**src/rtl/fp_add_operand_stage.sv**
```systemverilog
// Input stage of the binary32 adder/subtractor: unpacks and classifies both operands,
// applies the subtract sign flip, then orders them by magnitude and computes the alignment shift.
module fp_add_operand_stage #(
    parameter int TYPE_W = 3
) (
    input  logic              clk,
    input  logic              rst_n,
    input  logic              in_valid,
    output logic              in_ready,
    input  logic [31:0]       in_a,
    input  logic [31:0]       in_b,
    input  logic              in_sub,
    output logic              out_valid,
    input  logic              out_ready,
    output logic              sign_A,
    output logic              sign_B,
    output logic [7:0]        exp_A,
    output logic [7:0]        exp_B,
    output logic [22:0]       mantis_A,
    output logic [22:0]       mantis_B,
    output logic [TYPE_W-1:0] type_A,
    output logic [TYPE_W-1:0] type_B,
    output logic              big_sign,
    output logic [7:0]        big_exp,
    output logic [23:0]       big_sig,
    output logic [23:0]       small_sig,
    output logic [7:0]        exp_diff,
    output logic              eff_sub
);

    localparam logic [TYPE_W-1:0] TYPE_ZERO = TYPE_W'(0);
    localparam logic [TYPE_W-1:0] TYPE_INF  = TYPE_W'(1);
    localparam logic [TYPE_W-1:0] TYPE_SUB  = TYPE_W'(2);
    localparam logic [TYPE_W-1:0] TYPE_NORM = TYPE_W'(3);
    localparam logic [TYPE_W-1:0] TYPE_NAN  = TYPE_W'(4);

    function automatic logic [TYPE_W-1:0] classify(input logic [7:0] e, input logic [22:0] f);
        logic [TYPE_W-1:0] t;
        if (e == 8'h00)
            t = (f == 23'd0) ? TYPE_ZERO : TYPE_SUB;
        else if (e == 8'hFF)
            t = (f == 23'd0) ? TYPE_INF : TYPE_NAN;
        else
            t = TYPE_NORM;
        return t;
    endfunction

    // Zero and subnormal operands both sit at exponent 1 for alignment purposes.
    function automatic logic [7:0] eff_exp(input logic [7:0] e);
        return (e == 8'h00) ? 8'h01 : e;
    endfunction

    function automatic logic [23:0] full_sig(input logic [TYPE_W-1:0] t, input logic [22:0] f);
        return {(t == TYPE_NORM), f};
    endfunction

    logic              vld_p1, vld_p2;
    logic              load_p1, load_p2;

    logic              sign_a_p1, sign_b_p1;
    logic [7:0]        exp_a_p1, exp_b_p1;
    logic [22:0]       man_a_p1, man_b_p1;
    logic [TYPE_W-1:0] type_a_p1, type_b_p1;

    logic              sign_a_p2, sign_b_p2;
    logic [7:0]        exp_a_p2, exp_b_p2;
    logic [22:0]       man_a_p2, man_b_p2;
    logic [TYPE_W-1:0] type_a_p2, type_b_p2;
    logic              big_sign_p2, eff_sub_p2;
    logic [7:0]        big_exp_p2, exp_diff_p2;
    logic [23:0]       big_sig_p2, small_sig_p2;

    logic              a_big;
    logic              big_sign_nxt;
    logic [7:0]        big_exp_nxt, small_exp_nxt;
    logic [23:0]       big_sig_nxt, small_sig_nxt;

    assign load_p2  = !vld_p2 || out_ready;
    assign load_p1  = !vld_p1 || load_p2;
    assign in_ready = load_p1;

    // Magnitude order on the raw 31-bit encoding; ties keep A as the big operand.
    assign a_big = {exp_a_p1, man_a_p1} >= {exp_b_p1, man_b_p1};

    always_comb begin
        big_sign_nxt  = sign_a_p1;
        big_exp_nxt   = eff_exp(exp_a_p1);
        small_exp_nxt = eff_exp(exp_b_p1);
        big_sig_nxt   = full_sig(type_a_p1, man_a_p1);
        small_sig_nxt = full_sig(type_b_p1, man_b_p1);
        if (!a_big) begin
            big_sign_nxt  = sign_b_p1;
            big_exp_nxt   = eff_exp(exp_b_p1);
            small_exp_nxt = eff_exp(exp_a_p1);
            big_sig_nxt   = full_sig(type_b_p1, man_b_p1);
            small_sig_nxt = full_sig(type_a_p1, man_a_p1);
        end
    end

    // ---- stage 1: unpack, classify, subtract flip ----
    always_ff @(posedge clk or negedge rst_n) begin
        if (!rst_n) begin
            vld_p1    <= 1'b0;
            sign_a_p1 <= 1'b0;
            sign_b_p1 <= 1'b0;
            exp_a_p1  <= 8'd0;
            exp_b_p1  <= 8'd0;
            man_a_p1  <= 23'd0;
            man_b_p1  <= 23'd0;
            type_a_p1 <= TYPE_ZERO;
            type_b_p1 <= TYPE_ZERO;
        end else if (load_p1) begin
            vld_p1 <= in_valid;
            if (in_valid) begin
                sign_a_p1 <= in_a[31];
                sign_b_p1 <= in_b[31] ^ in_sub;
                exp_a_p1  <= in_a[30:23];
                exp_b_p1  <= in_b[30:23];
                man_a_p1  <= in_a[22:0];
                man_b_p1  <= in_b[22:0];
                type_a_p1 <= classify(in_a[30:23], in_a[22:0]);
                type_b_p1 <= classify(in_b[30:23], in_b[22:0]);
            end
        end
    end

    // ---- stage 2: swap by magnitude, exponent difference ----
    always_ff @(posedge clk or negedge rst_n) begin
        if (!rst_n) begin
            vld_p2       <= 1'b0;
            sign_a_p2    <= 1'b0;
            sign_b_p2    <= 1'b0;
            exp_a_p2     <= 8'd0;
            exp_b_p2     <= 8'd0;
            man_a_p2     <= 23'd0;
            man_b_p2     <= 23'd0;
            type_a_p2    <= TYPE_ZERO;
            type_b_p2    <= TYPE_ZERO;
            big_sign_p2  <= 1'b0;
            big_exp_p2   <= 8'd0;
            big_sig_p2   <= 24'd0;
            small_sig_p2 <= 24'd0;
            exp_diff_p2  <= 8'd0;
            eff_sub_p2   <= 1'b0;
        end else if (load_p2) begin
            vld_p2 <= vld_p1;
            if (vld_p1) begin
                sign_a_p2    <= sign_a_p1;
                sign_b_p2    <= sign_b_p1;
                exp_a_p2     <= exp_a_p1;
                exp_b_p2     <= exp_b_p1;
                man_a_p2     <= man_a_p1;
                man_b_p2     <= man_b_p1;
                type_a_p2    <= type_a_p1;
                type_b_p2    <= type_b_p1;
                big_sign_p2  <= big_sign_nxt;
                big_exp_p2   <= big_exp_nxt;
                big_sig_p2   <= big_sig_nxt;
                small_sig_p2 <= small_sig_nxt;
                exp_diff_p2  <= big_exp_nxt - small_exp_nxt;
                eff_sub_p2   <= sign_a_p1 ^ sign_b_p1;
            end
        end
    end

    assign out_valid = vld_p2;
    assign sign_A    = sign_a_p2;
    assign sign_B    = sign_b_p2;
    assign exp_A     = exp_a_p2;
    assign exp_B     = exp_b_p2;
    assign mantis_A  = man_a_p2;
    assign mantis_B  = man_b_p2;
    assign type_A    = type_a_p2;
    assign type_B    = type_b_p2;
    assign big_sign  = big_sign_p2;
    assign big_exp   = big_exp_p2;
    assign big_sig   = big_sig_p2;
    assign small_sig = small_sig_p2;
    assign exp_diff  = exp_diff_p2;
    assign eff_sub   = eff_sub_p2;

endmodule

```
**config.mk**
```make
export PLATFORM = sky130hd
export DESIGN_NAME = fp_add_operand_stage
export DESIGN_NICKNAME = d
export VERILOG_FILES = /design/src/rtl/fp_add_operand_stage.sv
export SDC_FILE = /design/constraint.sdc
export NUM_CORES = 1
export LEC_CHECK = 0
export BUFFER_PORTS_ARGS = -buffer_cell sky130_fd_sc_hd__buf_2
export CAP_MARGIN = 20
export CORE_MARGIN = 1.5
export CORE_UTILIZATION = 49
export CTS_CLUSTER_DIAMETER = 60
export DETAILED_ROUTE_END_ITERATION = 10
export GPL_TIMING_DRIVEN = 0
export PLACE_DENSITY_LB_ADDON = 0.12
export SYNTH_ARGS = -nofsm -noshare
export SYNTH_HDL_FRONTEND = slang
export SYNTH_SLANG_ARGS = --single-unit
```
**constraint.sdc**
```tcl
create_clock -name clk -period 6.4 [get_ports clk]
set_clock_uncertainty 0.15 [all_clocks]
set_input_delay 0.64 -clock clk [delete_from_list [all_inputs] [get_ports clk]]
set_output_delay 0.64 -clock clk [all_outputs]
set_load 0.005 [all_outputs]
```
==> summary.md <==
| Metric | Value |
|---|---|
| Status | `finished clean` |
| Largest net degree at the start of global routing | `114` |
| Total CTS buffers | `22` |
| Post-DR wirelength/cell | `19.1 µm` |
| Clock Pin Slew Worst Setup and Hold Paths | `about 0.06 ns` |
| Syn Std Cell Area | `0.00966 mm²` |
| Port bufs | `206` |
| Die area | `0.0206 mm²` |
| CP Launch Type | `flip-flop` |
| Peak VDD IR | `0.201 mV` |
| Final nets | `1300` |
| Share of layout cells above drive strength 1 | `a little over a quarter` |
| Core ar. | `0.0194 mm²` |
| Final setup violating endpoints | `0` |
| Detail Placement HPWL | `21400 µm` |
| Post-synth EDFFs | `0` |
| Area grow syn2layout | `22.2%` |
| Rows | `51` |
| Biggest area consumer among synthesized cells | `dfrtp_1` |
| Drt first pass iters | `5` |
| Sequential-to-total area share from yosys stat | `53.9%` |
| Root Buffer | `clkbuf_16` |
| Clock Path Buffers | `3` |
| Synth async-reset ratio | `100%` |
| Total grt overflow | `0` |
| CP peak stage delay | `0.41 ns` |
| # resized after CTS | `0` |
| Primary FF master, synth | `dfrtp_1` |
| Routed wire length | `28100 µm` |
| Syn Nets | `1069` |
| DRT antenna net count | `0` |
| Number of max-cap violations | `0` |
| Total design power | `4.48 mW` |
| Syn Inst Count | `approximately 960` |
| Count of different cell masters after synthesis | `47` |
| DR vias | `8062` |
| Gr usage total | `between 20 and 30%` |
| Initial Util | `49.8%` |
| Final Hold Viols | `0` |
| Max FO, Critical Path | `10` |
| HP Class | `in -> async` |
| Period utilization | `70.2%` |
| Max Slew Vio Count | `0` |
| Post-Route Setup TNS | `0 ns` |
| Vias in the first global route | `7759` |
| First-pass GRT wire length | `about 43000 µm` |
| CTS HTree Levels | `1` |
| Syn avg cell area | `10.0 µm²` |
| Tmin final | `4.49 ns` |
| Synth top area cells | `dfrtp_1 54%, nand2_1 10%, mux2_2 7.3%, ha_1 4.9%, o211ai_1 3.7%` |
| Pwr Density | `about 380 mW/mm²` |
| Die W | `143 µm` |
| Post-CTS Hold Fix Bufs | `0` |
| Lkg Pwr | `5.80 nW` |
| Post-CTS Setup Inserts | `0` |
| Vias per cell | `5.47` |
| Slowest CP cell | `fa_1` |
| I/O Pins | `207` |
| GP Congestion | `0.933` |
| Req. time, crit path | `6.62 ns` |
| Slew @ Worst Pin | `0.853 ns` |
| DRC errors left | `0` |
| Fmax | `223 MHz` |
| RSZ-0062 raised after global routing | `no` |
| Critical Path End Type | `flip-flop` |
| DIE HEIGHT | `~140 µm` |
| Leading cell type in the layout, fill and taps excluded | `nand2_1` |
| Skew-Pair Late Insertion Delay | `around 0.50 ns` |
| DRT iter0 DRCs | `555` |
| CTS Sinks | `208` |
| CP Class | `reg -> reg` |
| Synth top area share | `53.9%` |
| Seq cells post-synth | `208` |
| Commonest non-fill, non-tap cells in the layout | `270 x nand2_1, 208 x buf_2, 208 x dfrtp_1, 63 x mux2_2, 48 x o211ai_1` |
| Syn. warnings | `0` |
| Core Util, Final | `about three fifths` |
| CTS tree | `built` |
| Slew headroom | `a little over two fifths` |
| CP arrival | `around 4.7 ns` |
| CP Cell Sequence | `inv_1 -> ha_1 -> nand4_1 -> and4bb_1 -> a311o_1 -> a211o_4 -> nor2_2 -> buf_4 -> buf_4 -> a21oi_1 -> ha_1 -> fa_1 -> nor2b_1 -> o21ai_0 -> a21boi_0 -> o21ai_0 -> a21boi_0 -> o31ai_1` |
| Initial antenna violation count | `2` |
[layer usage]
metal  routed length (µm)  vias to the layer above  share of wire, %  track usage [%]
met5                    0                        -                 0                0
met4                  500                        0               1.8             6.71
met3                 2060                       40               7.3             4.77
met2                11700                      307                42             38.9
met1                13800                     3914                49             43.6
li1                     -                     3801                 -                -
[state kept, by name (all words and copies together) (netlist names), 23 cells and up]
name / cells
man_a_p1: 23
mantis_A: 23
big_sig: 24
small_sig: 24
man_b_p1: 23
mantis_B: 23
[cells in the mapped netlist, drive strengths merged (2+ instances only)]
master / instances
a21boi: 5
dfrtp: 208
buf: 18
xnor2: 3
nor3: 7
o31ai: 11
nand3: 10
and2: 2
a21o: 4
a21oi: 39
mux2: 63
a221o: 2
nor4: 15
nor2b: 2
a311oi: 2
nand3b: 2
and4: 4
nor2: 17
nand2: 270
clkbuf: 36
a22o: 2
o21ai: 34
o211ai: 48
a31oi: 7
ha: 38
nand2b: 3
nand4: 12
or3: 46
inv: 36
o21a: 3
[metrics by stage]
step / hold WS [ns] / setup WS [ns] / instance area [µm²] / cells
CTS: 0.101 / 1.94 / 11800 / 1471
global placement: 0.304 / 0.969 / 11000 / 1432
global route: 0.130 / 1.58 / 11800 / 1473
detailed placement: 0.307 / 1.98 / 11100 / 1433
floorplan: 0.194 / 2.50 / 9660 / 961
finish: 0.0694 / 1.91 / 11800 / 1473
[where the power goes]
| group | switching, mW | internal, mW | leakage [nW] |
|---|---|---|---|
| combinational | 0.719 | 0.593 | 2.92 |
| clock | 0.524 | 0.772 | 0.369 |
| sequential | 0.236 | 1.64 | 2.51 |
[cell families (layout without fill, tap and decap cells)]
group                    after synthesis  after routing  synth area share, %
AO/OA/AOI/OAI                        163            163                 11.0
XOR/XNOR                               4              4                0.363
adder cells (fa/ha/maj)               39             39                 5.13
buffers and inverters                 90            335                 4.08
flip-flops                           208            208                 53.9
multiplexers                          64             64                 7.45
other                                  0              2                    0
AND/OR/NAND/NOR                      393            393                 18.0
[cell type report]
cell class | instances | area (µm²)
Antenna cell | 2 | 5.00
Buffer | 54 | 259
Clock buffer | 31 | 676
Clock inverter | 7 | 62.6
Fill cell | 1744 | 7600
Inverter | 36 | 135
Multi-Input combinational cell | 663 | 4060
Sequential cell | 208 | 5200
Tap cell | 265 | 332
Timing Repair Buffer | 207 | 1070
[worst max-delay path: cells and delay by family, from the launching register on]
| family | cells | cell delay, ns |
|---|---|---|
| flip-flops | 1 | 0.40 |
| adder cells (fa/ha/maj) | 3 | 0.91 |
| buffers and inverters | 3 | 0.61 |
| AO/OA/AOI/OAI | 8 | 1.60 |
| AND/OR/NAND/NOR | 4 | 0.67 |
[worst paths after layout]
check | end | slack [ns] | from | cells after the start
worst max-delay path | exp_diff[6] | 1.91 | exp_b_p1[2] | 18
worst min-delay path | mantis_A[6] | 0.07 | rst_n | 1
worst max register to register | exp_diff[6] | 1.91 | exp_b_p1[2] | 18
worst min register to register | mantis_A[5] | 0.32 | mantis_A[5] | 2
max in group asynchronous | exp_a_p1[4] | 5.05 | rst_n | 2
min in group clk | vld_p1 | 0.19 | in_valid | 2
Power figures use the tool's default switching activity.
